### src/rtl/fixed_sat_requant.sv
// Multi-lane saturating requantizer: stage 1 rounds/shifts each signed lane to the
// output fraction width, stage 2 clamps to OUT_W and flags ovf/unf; counters tally events.
module fixed_sat_requant #(
   parameter int IN_W     = 64,
   parameter int IN_FRAC  = 16,
   parameter int OUT_W    = 16,
   parameter int OUT_FRAC = 8,
   parameter int LANES    = 4,
   parameter int CNT_W    = 16
) (
   input  logic                   clk,
   input  logic                   rst,
   input  logic                   in_valid,
   output logic                   in_ready,
   input  logic [LANES*IN_W-1:0]  in_data,
   input  logic                   round_en,
   output logic                   out_valid,
   input  logic                   out_ready,
   output logic [LANES*OUT_W-1:0] out_data,
   output logic [LANES-1:0]       out_ovf,
   output logic [LANES-1:0]       out_unf,
   output logic [CNT_W-1:0]       ovf_count,
   output logic [CNT_W-1:0]       unf_count,
   input  logic                   clr_counts
);

   localparam int SH    = IN_FRAC - OUT_FRAC;
   localparam int EXT_W = IN_W + 1;
   localparam int S1W   = EXT_W - SH;
   localparam int PC_W  = $clog2(LANES + 1);
   // Half an output LSB; collapses to zero when no bits are dropped.
   localparam logic [EXT_W-1:0] RND_K   = (EXT_W'(1) << SH) >> 1;
   localparam logic [OUT_W-1:0] OUT_MAX = {1'b0, {(OUT_W-1){1'b1}}};
   localparam logic [OUT_W-1:0] OUT_MIN = {1'b1, {(OUT_W-1){1'b0}}};

   logic                   adv;
   logic                   xfer;

   logic                   s1_valid_reg;
   logic [LANES*S1W-1:0]   s1_data_reg;
   logic [LANES*S1W-1:0]   s1_data_next;

   logic                   out_valid_reg;
   logic [LANES*OUT_W-1:0] out_data_reg;
   logic [LANES*OUT_W-1:0] out_data_next;
   logic [LANES-1:0]       out_ovf_reg;
   logic [LANES-1:0]       out_ovf_next;
   logic [LANES-1:0]       out_unf_reg;
   logic [LANES-1:0]       out_unf_next;

   logic [1:0][CNT_W-1:0] cnt_reg;
   logic [1:0][CNT_W-1:0] cnt_next;
   logic [1:0][LANES-1:0] cnt_flags;

   assign adv  = !out_valid_reg || out_ready;
   assign xfer = out_valid_reg && out_ready;

   function automatic logic [PC_W-1:0] popcount(input logic [LANES-1:0] v);
      logic [PC_W-1:0] c;
      c = '0;
      for (int i = 0; i < LANES; i++) begin
         c = c + PC_W'(v[i]);
      end
      return c;
   endfunction

   for (genvar gi = 0; gi < LANES; gi++) begin : g_lane
      logic signed [EXT_W-1:0] ext;
      logic signed [EXT_W-1:0] sum;
      logic [S1W-1:0]          s1_lane;
      logic [S1W-OUT_W:0]      s1_upper;
      logic                    is_ovf;
      logic                    is_unf;

      // One guard bit above the input width keeps the rounding add from wrapping.
      assign ext = $signed({in_data[gi*IN_W+IN_W-1], in_data[gi*IN_W +: IN_W]});
      assign sum = ext + $signed(round_en ? RND_K : '0);
      assign s1_data_next[gi*S1W +: S1W] = S1W'(sum >>> SH);

      // In range only when every bit from the output sign bit upward matches the sign.
      assign s1_lane  = s1_data_reg[gi*S1W +: S1W];
      assign s1_upper = s1_lane[S1W-1:OUT_W-1];
      assign is_ovf   = !s1_lane[S1W-1] && (|s1_upper);
      assign is_unf   = s1_lane[S1W-1] && !(&s1_upper);

      assign out_ovf_next[gi] = is_ovf;
      assign out_unf_next[gi] = is_unf;
      assign out_data_next[gi*OUT_W +: OUT_W] =
         is_ovf ? OUT_MAX : (is_unf ? OUT_MIN : s1_lane[OUT_W-1:0]);
   end

   // Both stages move together; a stalled output freezes the whole pipe.
   always_ff @(posedge clk or posedge rst) begin
      if (rst) begin
         s1_valid_reg  <= 1'b0;
         s1_data_reg   <= '0;
         out_valid_reg <= 1'b0;
         out_data_reg  <= '0;
         out_ovf_reg   <= '0;
         out_unf_reg   <= '0;
      end else if (adv) begin
         s1_valid_reg  <= in_valid;
         s1_data_reg   <= s1_data_next;
         out_valid_reg <= s1_valid_reg;
         out_data_reg  <= out_data_next;
         out_ovf_reg   <= out_ovf_next;
         out_unf_reg   <= out_unf_next;
      end
   end

   assign cnt_flags[0] = out_ovf_reg;
   assign cnt_flags[1] = out_unf_reg;

   for (genvar gi = 0; gi < 2; gi++) begin : g_cnt
      logic [CNT_W+PC_W-1:0] cnt_sum;
      logic                  cnt_sat;

      assign cnt_sum = {{PC_W{1'b0}}, cnt_reg[gi]} + {{CNT_W{1'b0}}, popcount(cnt_flags[gi])};
      assign cnt_sat = |cnt_sum[CNT_W+PC_W-1:CNT_W];
      // Clear takes priority over an increment in the same cycle.
      assign cnt_next[gi] = clr_counts ? '0 :
                            (xfer ? (cnt_sat ? '1 : cnt_sum[CNT_W-1:0]) : cnt_reg[gi]);
   end

   always_ff @(posedge clk or posedge rst) begin
      if (rst) begin
         cnt_reg <= '0;
      end else begin
         cnt_reg <= cnt_next;
      end
   end

   assign in_ready  = adv;
   assign out_valid = out_valid_reg;
   assign out_data  = out_data_reg;
   assign out_ovf   = out_ovf_reg;
   assign out_unf   = out_unf_reg;
   assign ovf_count = cnt_reg[0];
   assign unf_count = cnt_reg[1];

endmodule

### config.mk
export PLATFORM = sky130hd
export DESIGN_NAME = fixed_sat_requant
export DESIGN_NICKNAME = d
export VERILOG_FILES = /design/src/rtl/fixed_sat_requant.sv
export SDC_FILE = /design/constraint.sdc
export NUM_CORES = 1
export LEC_CHECK = 0
export CELL_PAD_IN_SITES_DETAIL_PLACEMENT = 0
export CELL_PAD_IN_SITES_GLOBAL_PLACEMENT = 1
export CORE_MARGIN = 3
export CORE_UTILIZATION = 42
export DETAILED_ROUTE_END_ITERATION = 12
export HOLD_SLACK_MARGIN = 0.15
export PLACE_DENSITY_LB_ADDON = 0.1
export RECOVER_POWER = 25
export SETUP_SLACK_MARGIN = 0.5
export SKIP_LAST_GASP = 1
export SLEW_MARGIN = 15
export SYNTH_ARGS = -nofsm -noshare
export SYNTH_HDL_FRONTEND = slang
export SYNTH_SLANG_ARGS = --single-unit
### constraint.sdc
create_clock -name clk -period 23.3 [get_ports clk]
set_input_delay 3.495 -clock clk [delete_from_list [all_inputs] [get_ports clk]]
set_output_delay 3.495 -clock clk [all_outputs]
set_load 0.005 [all_outputs]
## Word-level counts from Yosys, hierarchy flattened

Index checks and enable logic that the tools add are counted.

- Input bits: 262
- Bits in registers: 334
- Output and inout port bits: 106
- Word-level logic and storage cells: 65

- Mux-type cells: 15
- Add/sub/neg operators: 12
- Reduce and logical (&&, ||, !) cells: 30

Operator list:

| cell | number |
|---|---|
| 64-bit by 9-bit adder with 65-bit output | 4 |
| 16-bit 2-to-1 mux | 14 |
| 42-bit AND reduction | 4 |
| 42-bit OR reduction | 4 |
| 16-bit by 3-bit adder with 17-bit output | 2 |
| 1-bit logical AND | 9 |
| 1-bit logical NOT | 9 |
| 8-bit 2-to-1 mux | 1 |
| 2-bit by 1-bit adder with 3-bit output | 2 |
| 3-bit by 1-bit adder with 3-bit output | 2 |
| 3-bit OR reduction | 2 |
| 1-bit by 1-bit adder with 2-bit output | 2 |
| 2-bit nonzero test | 1 |
| 1-bit logical OR | 1 |

## Logic depth before layout (Yosys ltp)

Gate-level depths: netlist of run 1.

- Depth in word-level cells: 8
- Gate-level depth with buffers: 11
- Mapped depth without buffers: 10

## Worst setup path before layout of run 1

OpenSTA, ideal clock, no wires.

- Kind: input port to output port
- Start: input port out_ready
- End: output port in_ready
- Data required time: 19.805 ns
- Arrival time: 4.753 ns
- Path slack: 15.052 ns
- Stages on the path: 6
- Buffers on the path: 4
- Path through: nor2b_1 -> clkbuf_1 -> clkinv_1 -> clkbuf_1 -> buf_6 -> clkbuf_1

- Longest elaborated chain between the ends: 1

Ends and longest elaborated chain:

| element | RTL line | text |
|---|---|---|
| start, declared | 18 | `input logic out_ready,` |
| 1-bit logical OR | 55 | `assign adv = !out_valid_reg \|\| out_ready;` |
| end, declared | 14 | `output logic in_ready,` |

Every way passes these cells.

==> metrics.csv, run 1 <==
metric,value,unit
outcome,finished with violations,
violations in the final reports,"max-capacitance violations, max-slew violations",
library cell used as clock root buffer,clkbuf_16,
total via count in the routed design,17330,
number of sinks on the clock net,334,
"Data arrival, critical path",12.58,ns
min setup slack post-route,9.58,ns
area fraction in compound gates after synthesis,13.7,%
area share of the largest cell type after synthesis,45.3,%
count of buffer and inverter cells on the critical path,3,
reported max-cap violation count,3,
area of the core,43200,µm²
leading area contributor after synthesis,dfrtp_1,
sequential element share of the synthesized area,45.3,%
post-layout instance area,23800,µm²
count of H-tree levels built during CTS,2,
number of antenna violations at the first check in global routing,13,
Post-Place Setup Slack,14.45,ns
Setup Viol. Count Final,0,
type of element launching the critical path,input pin,
library cells used by synthesis,60,
reg2reg setup slack,17.01,ns
synth top area cells,"dfrtp_1, nand2_1, nand4_1",
HPWL after detailed placement,41.6,mm
highest cell delay on the worst timing path,5.27,ns
cell area after synthesis,18400,µm²
synthesis-to-layout area growth,29.3,%
family of cells with the greatest summed delay on the critical path,buffers and inverters,
worst hold endpoint,s1_data_reg[114],
number of hold violations in the final report,0,
floorplan row count,76,
number of DRC violations after detailed-routing iteration 0,1269,
CTS tree,built,
layout cell share with drive strength beyond 1,4.77,%
cts repair resizes,0,
Post-CTS Hold Fix Bufs,0,
logic depth of the worst register-to-register path,8,
count of yosys warnings during synthesis,0,
final critical delay including setup and external delays,13.72,ns
first-pass detailed-route iteration total,5,
weighted congestion reported at the end of routability-driven placement,0.880,
unrepaired setup endpoints after global routing,no,
dominant combinational cell family by area after synthesis,simple AND/OR/NAND/NOR gates,
filler instances,4034,
number of slew-limit violations in the final report,350,
RR Endpoint,out_data[46],
mean instance size in the synthesized netlist,8.67,µm²
number of flip-flops in the largest register,228,
# port buffers,339,
I/O pin count,368,
maximum ir drop on the vdd rail,43.7,µV
Num CTS Buffers,40,
"post-synthesis share of cell area spent on full adders, half adders and majority gates",1.06,%
die boundary width,215,µm
# Post-CTS Setup Buffers,0,
post-route ant nets,0,
Die ar.,46400,µm²
remaining global-route overflow,0,
most used flip-flop cell after synthesis,dfrtp_1,
total track usage,23.9,%
synthesized netlist net count,2400,
CP Capture Type,asynchronous set/reset pin,
hold path startpoint,s1_data_reg[114],
remaining design rule violation count,0,
routed len/inst,18.4,µm
XOR/XNOR share of the synthesized area,7.22,%
clock latency on the worst-skew pair,0.55,ns
cell with the biggest individual delay on the critical path,clkbuf_1,
cell breakdown of the critical path,"dlygate4sd3_1, clkinvlp_2, clkbuf_1",
Simple-Gate Fraction of Synth Area,29.5,%
Hold Crit Depth,2,
portion of netlist area occupied by mux cells,0.434,%
final clock period utilization by the worst path,58.9,%
maximum number of pins on one net before global-route repair,141,
Post-synth EDFFs,0,
Clock Path Buffers,3,
power per cell area,71.0,nW/µm²
vias in the first global route,16476,
net count of the finished layout,2715,
Worst Clk Skew,0.0138,ns
count of cell instances traversed by the critical path,3,
leakage dissipation,8.59,nW
transition at the pin with the smallest max-transition slack,7.27,ns
asr flop ratio synth,100,%
die height,215,µm
instance count of the mapped netlist,2126,
final routed wirelength across all metal layers,56.4,mm
Total Neg Setup Slack,0,ns
Critical Path Fanout Max,140,
number of vias per cell after detailed routing,5.66,
remaining max-slew budget at the tightest pin,-385,%
reg-to-reg startpoint,out_valid,
Pwr Total,1.69,mW
"Reg clk slew, reported paths",0.06,ns
instance area at placement,22500,µm²
type of the setup path with the least slack,input pin to asynchronous set/reset pin,
required time of the worst setup path,22.15,ns
first-pass GRT wire length,90.4,mm
"FF+latch count, synth",334,
Initial Util,42.7,%
hold crit path type,register to register,
highest clock rate,72.9,MHz
[per-layer routing]
layer | up-vias | routed length [µm] | track usage (%)
met5 | - | 107 | 0
li1 | 8488 | - | -
met1 | 8270 | 24900 | 32.2
met3 | 98 | 3200 | 4.38
met2 | 458 | 26700 | 39.6
met4 | 16 | 1470 | 6.92
[worst register-to-register path: cells and delay by family, from the launching register on]
| kind | cells | cell delay (ns) |
|---|---|---|
| flops | 1 | 0.39 |
| simple gates | 2 | 1.00 |
| compound gates | 2 | 0.23 |
| buf+inv | 4 | 4.60 |
[final cells by class]
class                   count  area (µm²)  share of cell area [%]
clock inverters            13         198                   0.829
diodes                      5        12.5                  0.0525
multi-input cells        1666        9610                    40.3
flip-flops and latches    334        8360                    35.1
inverters                  32         123                   0.514
clock buffers              61        1210                    5.08
repair buffers            367        3590                    15.1
well taps                 585         732                    3.07
[cells in the mapped netlist (all sizes together), types with 40 or more instances]
cell type	n
a21oi	40
a31oi	61
clkbuf	80
dfrtp	334
nand2	308
nand3	118
nand4	175
nor2	187
nor3	51
nor4	79
o21ai	214
o2bb2ai	46
or3	48
xnor2	42
xor2	110
[per-stage QoR]
| step | hold slack, ns | utilization (%) | std cells |
|---|---|---|---|
| 2_1_floorplan | 0.430 | - | 2126 |
| 3_3_place_gp | 0.443 | 52.0 | 2984 |
| 3_5_place_dp | 0.456 | 52.0 | 2984 |
| 4_1_cts | 0.469 | 55.3 | 3058 |
| 5_1_grt | 0.488 | 55.2 | 3061 |
| 6_report | 0.466 | 55.2 | 3063 |
[report_power, final]
part           total, mW  leakage, nW  internal, mW  switching [mW]
Clock              0.668        0.698         0.414           0.254
Combinational      0.301         3.96         0.141           0.160
Sequential         0.723         3.93         0.661          0.0617
[how the worst max path moves through the flow]
stage / from / to
4_1_cts: out_ready / in_ready
5_1_grt: rst / s1_data_reg[84]
3_5_place_dp: out_ready / in_ready
6_report: rst / s1_data_reg[62]
2_1_floorplan: rst / out_data[0]
3_3_place_gp: out_ready / in_ready
[cell families (layout without fill, tap and decap cells)]
logic type / after synthesis / count (layout)
simple gates: 1075 / 1075
buf+inv: 126 / 473
compound gates: 419 / 419
xor+xnor: 152 / 152
other cells: 0 / 5
mux: 8 / 8
flops: 334 / 334
fa+ha+maj: 12 / 12
[placed cells by master (no fill, tap or decap), drive strengths merged, types with 51 or more instances in the layout]
master         Yosys  layout
dfrtp            334     334
nand2            308     308
clkdlybuf4s50      0     294
o21ai            214     214
nor2             187     187
nand4            175     175
nand3            118     118
xor2             110     110
nor4              79      79
clkbuf            80      64
a31oi             61      61
nor3              51      51
No activity file was read; power rests on OpenSTA's default activity.
==> run 2, diff against run 1 <==
--- a/config.mk
+++ b/config.mk
@@ -8,7 +8,7 @@
 export CELL_PAD_IN_SITES_DETAIL_PLACEMENT = 0
 export CELL_PAD_IN_SITES_GLOBAL_PLACEMENT = 1
 export CORE_MARGIN = 3
-export CORE_UTILIZATION = 42
+export CORE_UTILIZATION = 35
 export DETAILED_ROUTE_END_ITERATION = 12
 export HOLD_SLACK_MARGIN = 0.15
 export PLACE_DENSITY_LB_ADDON = 0.1
==> constraint.sdc (replaced) <==
create_clock -name clk -period 12.5 [get_ports clk]
set_input_delay 1.875 -clock clk [delete_from_list [all_inputs] [get_ports clk]]
set_output_delay 1.875 -clock clk [all_outputs]
set_load 0.005 [all_outputs]
==> run 2 against run 1 <==
Effect of this change:
- the flow still finishes with violations (max-capacitance violations, max-slew violations)
- worst setup slack got worse by 4.5 ns
- clock power is 98% higher
- final cell count increased by 3.4%
- design area grew 1.1%
- flip-flop and latch count stayed put
- non-clock buffer count up 4
- combinational power rose by 87%
- critical path depth increased by 1
- wire length up 7.2%
- first-iteration DRC count is 11% lower
- sequential share of layout area fell by 0.40 points
- sequential power increased by 87%
- largest cell class unchanged
- largest power group unchanged
==> metrics.csv, run 2 (same netlist as run 1, synthesis figures left out) <==
metric,value,unit
cell breakdown of the critical path,"dlygate4sd3_1, nor2b_1, clkinvlp_2, clkdlybuf4s50_1",
remaining global-route overflow,0,
weighted congestion reported at the end of routability-driven placement,0.862,
CP Capture Type,primary output,
worst hold endpoint,s1_data_reg[114],
number of sinks on the clock net,334,
Hold Crit Depth,2,
die height,235,µm
maximum ir drop on the vdd rail,77.4,µV
cts repair resizes,0,
type of element launching the critical path,input pin,
type of the setup path with the least slack,input pin to primary output,
final clock period utilization by the worst path,59.4,%
final critical delay including setup and external delays,7.43,ns
# port buffers,339,
Setup Viol. Count Final,0,
number of DRC violations after detailed-routing iteration 0,1128,
Worst Clk Skew,0.0132,ns
total via count in the routed design,17239,
unrepaired setup endpoints after global routing,no,
reg-to-reg startpoint,out_valid,
clock latency on the worst-skew pair,0.56,ns
transition at the pin with the smallest max-transition slack,4.50,ns
highest cell delay on the worst timing path,1.83,ns
# Post-CTS Setup Buffers,0,
net count of the finished layout,2721,
post-route worst hold slack,0.463,ns
die boundary width,235,µm
floorplan row count,83,
remaining max-slew budget at the tightest pin,-202,%
reg2reg setup slack,7.54,ns
highest clock rate,135,MHz
total track usage,21.5,%
cell with the biggest individual delay on the critical path,clkinvlp_2,
violations in the final reports,"max-capacitance violations, max-slew violations",
most frequent standard cell in the layout excluding fill and tap cells,dfrtp_1,
routed len/inst,19.1,µm
hold crit path type,register to register,
maximum number of pins on one net before global-route repair,166,
number of vias per cell after detailed routing,5.44,
Die ar.,55500,µm²
required time of the worst setup path,10.62,ns
first-pass GRT wire length,96.9,mm
area of the core,51700,µm²
number of flip-flops in the largest register,228,
layout cell share with drive strength beyond 1,5.08,%
hold path startpoint,s1_data_reg[114],
RR Endpoint,out_data[60],
library cell used as clock root buffer,clkbuf_16,
vias in the first global route,16915,
final routed wirelength across all metal layers,60.5,mm
instance area at placement,22600,µm²
synthesis-to-layout area growth,30.8,%
post-layout instance area,24100,µm²
"Reg clk slew, reported paths",0.05,ns
outcome,finished with violations,
number of hold violations in the final report,0,
post-route ant nets,0,
highest-count cells in the layout ignoring fill and taps,"dfrtp_1, nand2_1, clkdlybuf4s50_1",
leakage dissipation,8.66,nW
count of H-tree levels built during CTS,2,
Post-CTS Hold Fix Bufs,0,
I/O pin count,368,
logic depth of the worst register-to-register path,8,
CTS tree,built,
Pwr Total,3.23,mW
reported max-cap violation count,3,
number of slew-limit violations in the final report,206,
number of antenna violations at the first check in global routing,14,
remaining design rule violation count,0,
Clock Path Buffers,3,
power per cell area,134,nW/µm²
Num CTS Buffers,42,
first-pass detailed-route iteration total,5,
Critical Path Fanout Max,67,
"Data arrival, critical path",5.55,ns
Initial Util,35.6,%
Total Neg Setup Slack,0,ns
HPWL after detailed placement,44.6,mm
==> run 2: changes by cell type in the layout (fill, tap and decap cells not counted), sizes merged <==
cell	delta
clkdlybuf4s50	-17
bufinv	+1
buf	+4
dlygate4sd3	+17
diode	+2
clkinv	+4
inv	-2
==> run 2: worst max-delay path by stage <==
stage	start	end	slack, ns
after detailed placement	round_en	s1_data_reg[167]	6.98
after global routing	out_ready	in_ready	4.63
after CTS	out_ready	in_ready	7.03
after global placement	round_en	s1_data_reg[167]	6.98
final	out_ready	in_ready	5.07
after floorplan	rst	out_data[0]	1.37
==> run 2: per-layer routing <==
metal / part of all wire, % / track usage (%) / vias up / routed length, µm
li1: - / - / 8503 / -
met4: 1.5 / 4.90 / 14 / 911
met1: 44 / 28.4 / 8235 / 26600
met5: 0.15 / 0 / - / 90
met3: 5.4 / 4.40 / 76 / 3250
met2: 49 / 36.6 / 411 / 29700
==> run 2: stage by stage <==
stage / util (%) / setup WS (ns) / instances
6_report: 46.6 / 5.07 / 3167
5_1_grt: 46.6 / 4.63 / 3165
4_1_cts: 46.6 / 7.03 / 3160
3_5_place_dp: 43.7 / 6.98 / 3083
3_3_place_gp: 43.7 / 6.98 / 3083
2_1_floorplan: - / 1.37 / 2126
==> run 2: area by class of cell <==
| type | count | area [µm²] |
|---|---|---|
| Fill cell | 5064 | 27600 |
| Multi-Input combinational cell | 1666 | 9620 |
| Sequential cell | 334 | 8360 |
| Timing Repair Buffer | 371 | 3630 |
| Clock buffer | 61 | 1280 |
| Tap cell | 680 | 851 |
| Clock inverter | 16 | 234 |
| Inverter | 32 | 123 |
| Antenna cell | 7 | 17.5 |
==> run 2: worst max-delay path, delay by kind of cell <==
kind | cells | cell delay (ns)
AND/OR/NAND/NOR | 1 | 0.22
buffers and inverters | 3 | 3.40
==> run 2: report_power, final <==
group | total [mW] | leakage, nW | switching [mW] | internal, mW
Clock | 1.32 | 0.752 | 0.489 | 0.831
Combinational | 0.564 | 3.99 | 0.305 | 0.259
Sequential | 1.35 | 3.93 | 0.117 | 1.23
Total | 3.23 | 8.66 | 0.911 | 2.32
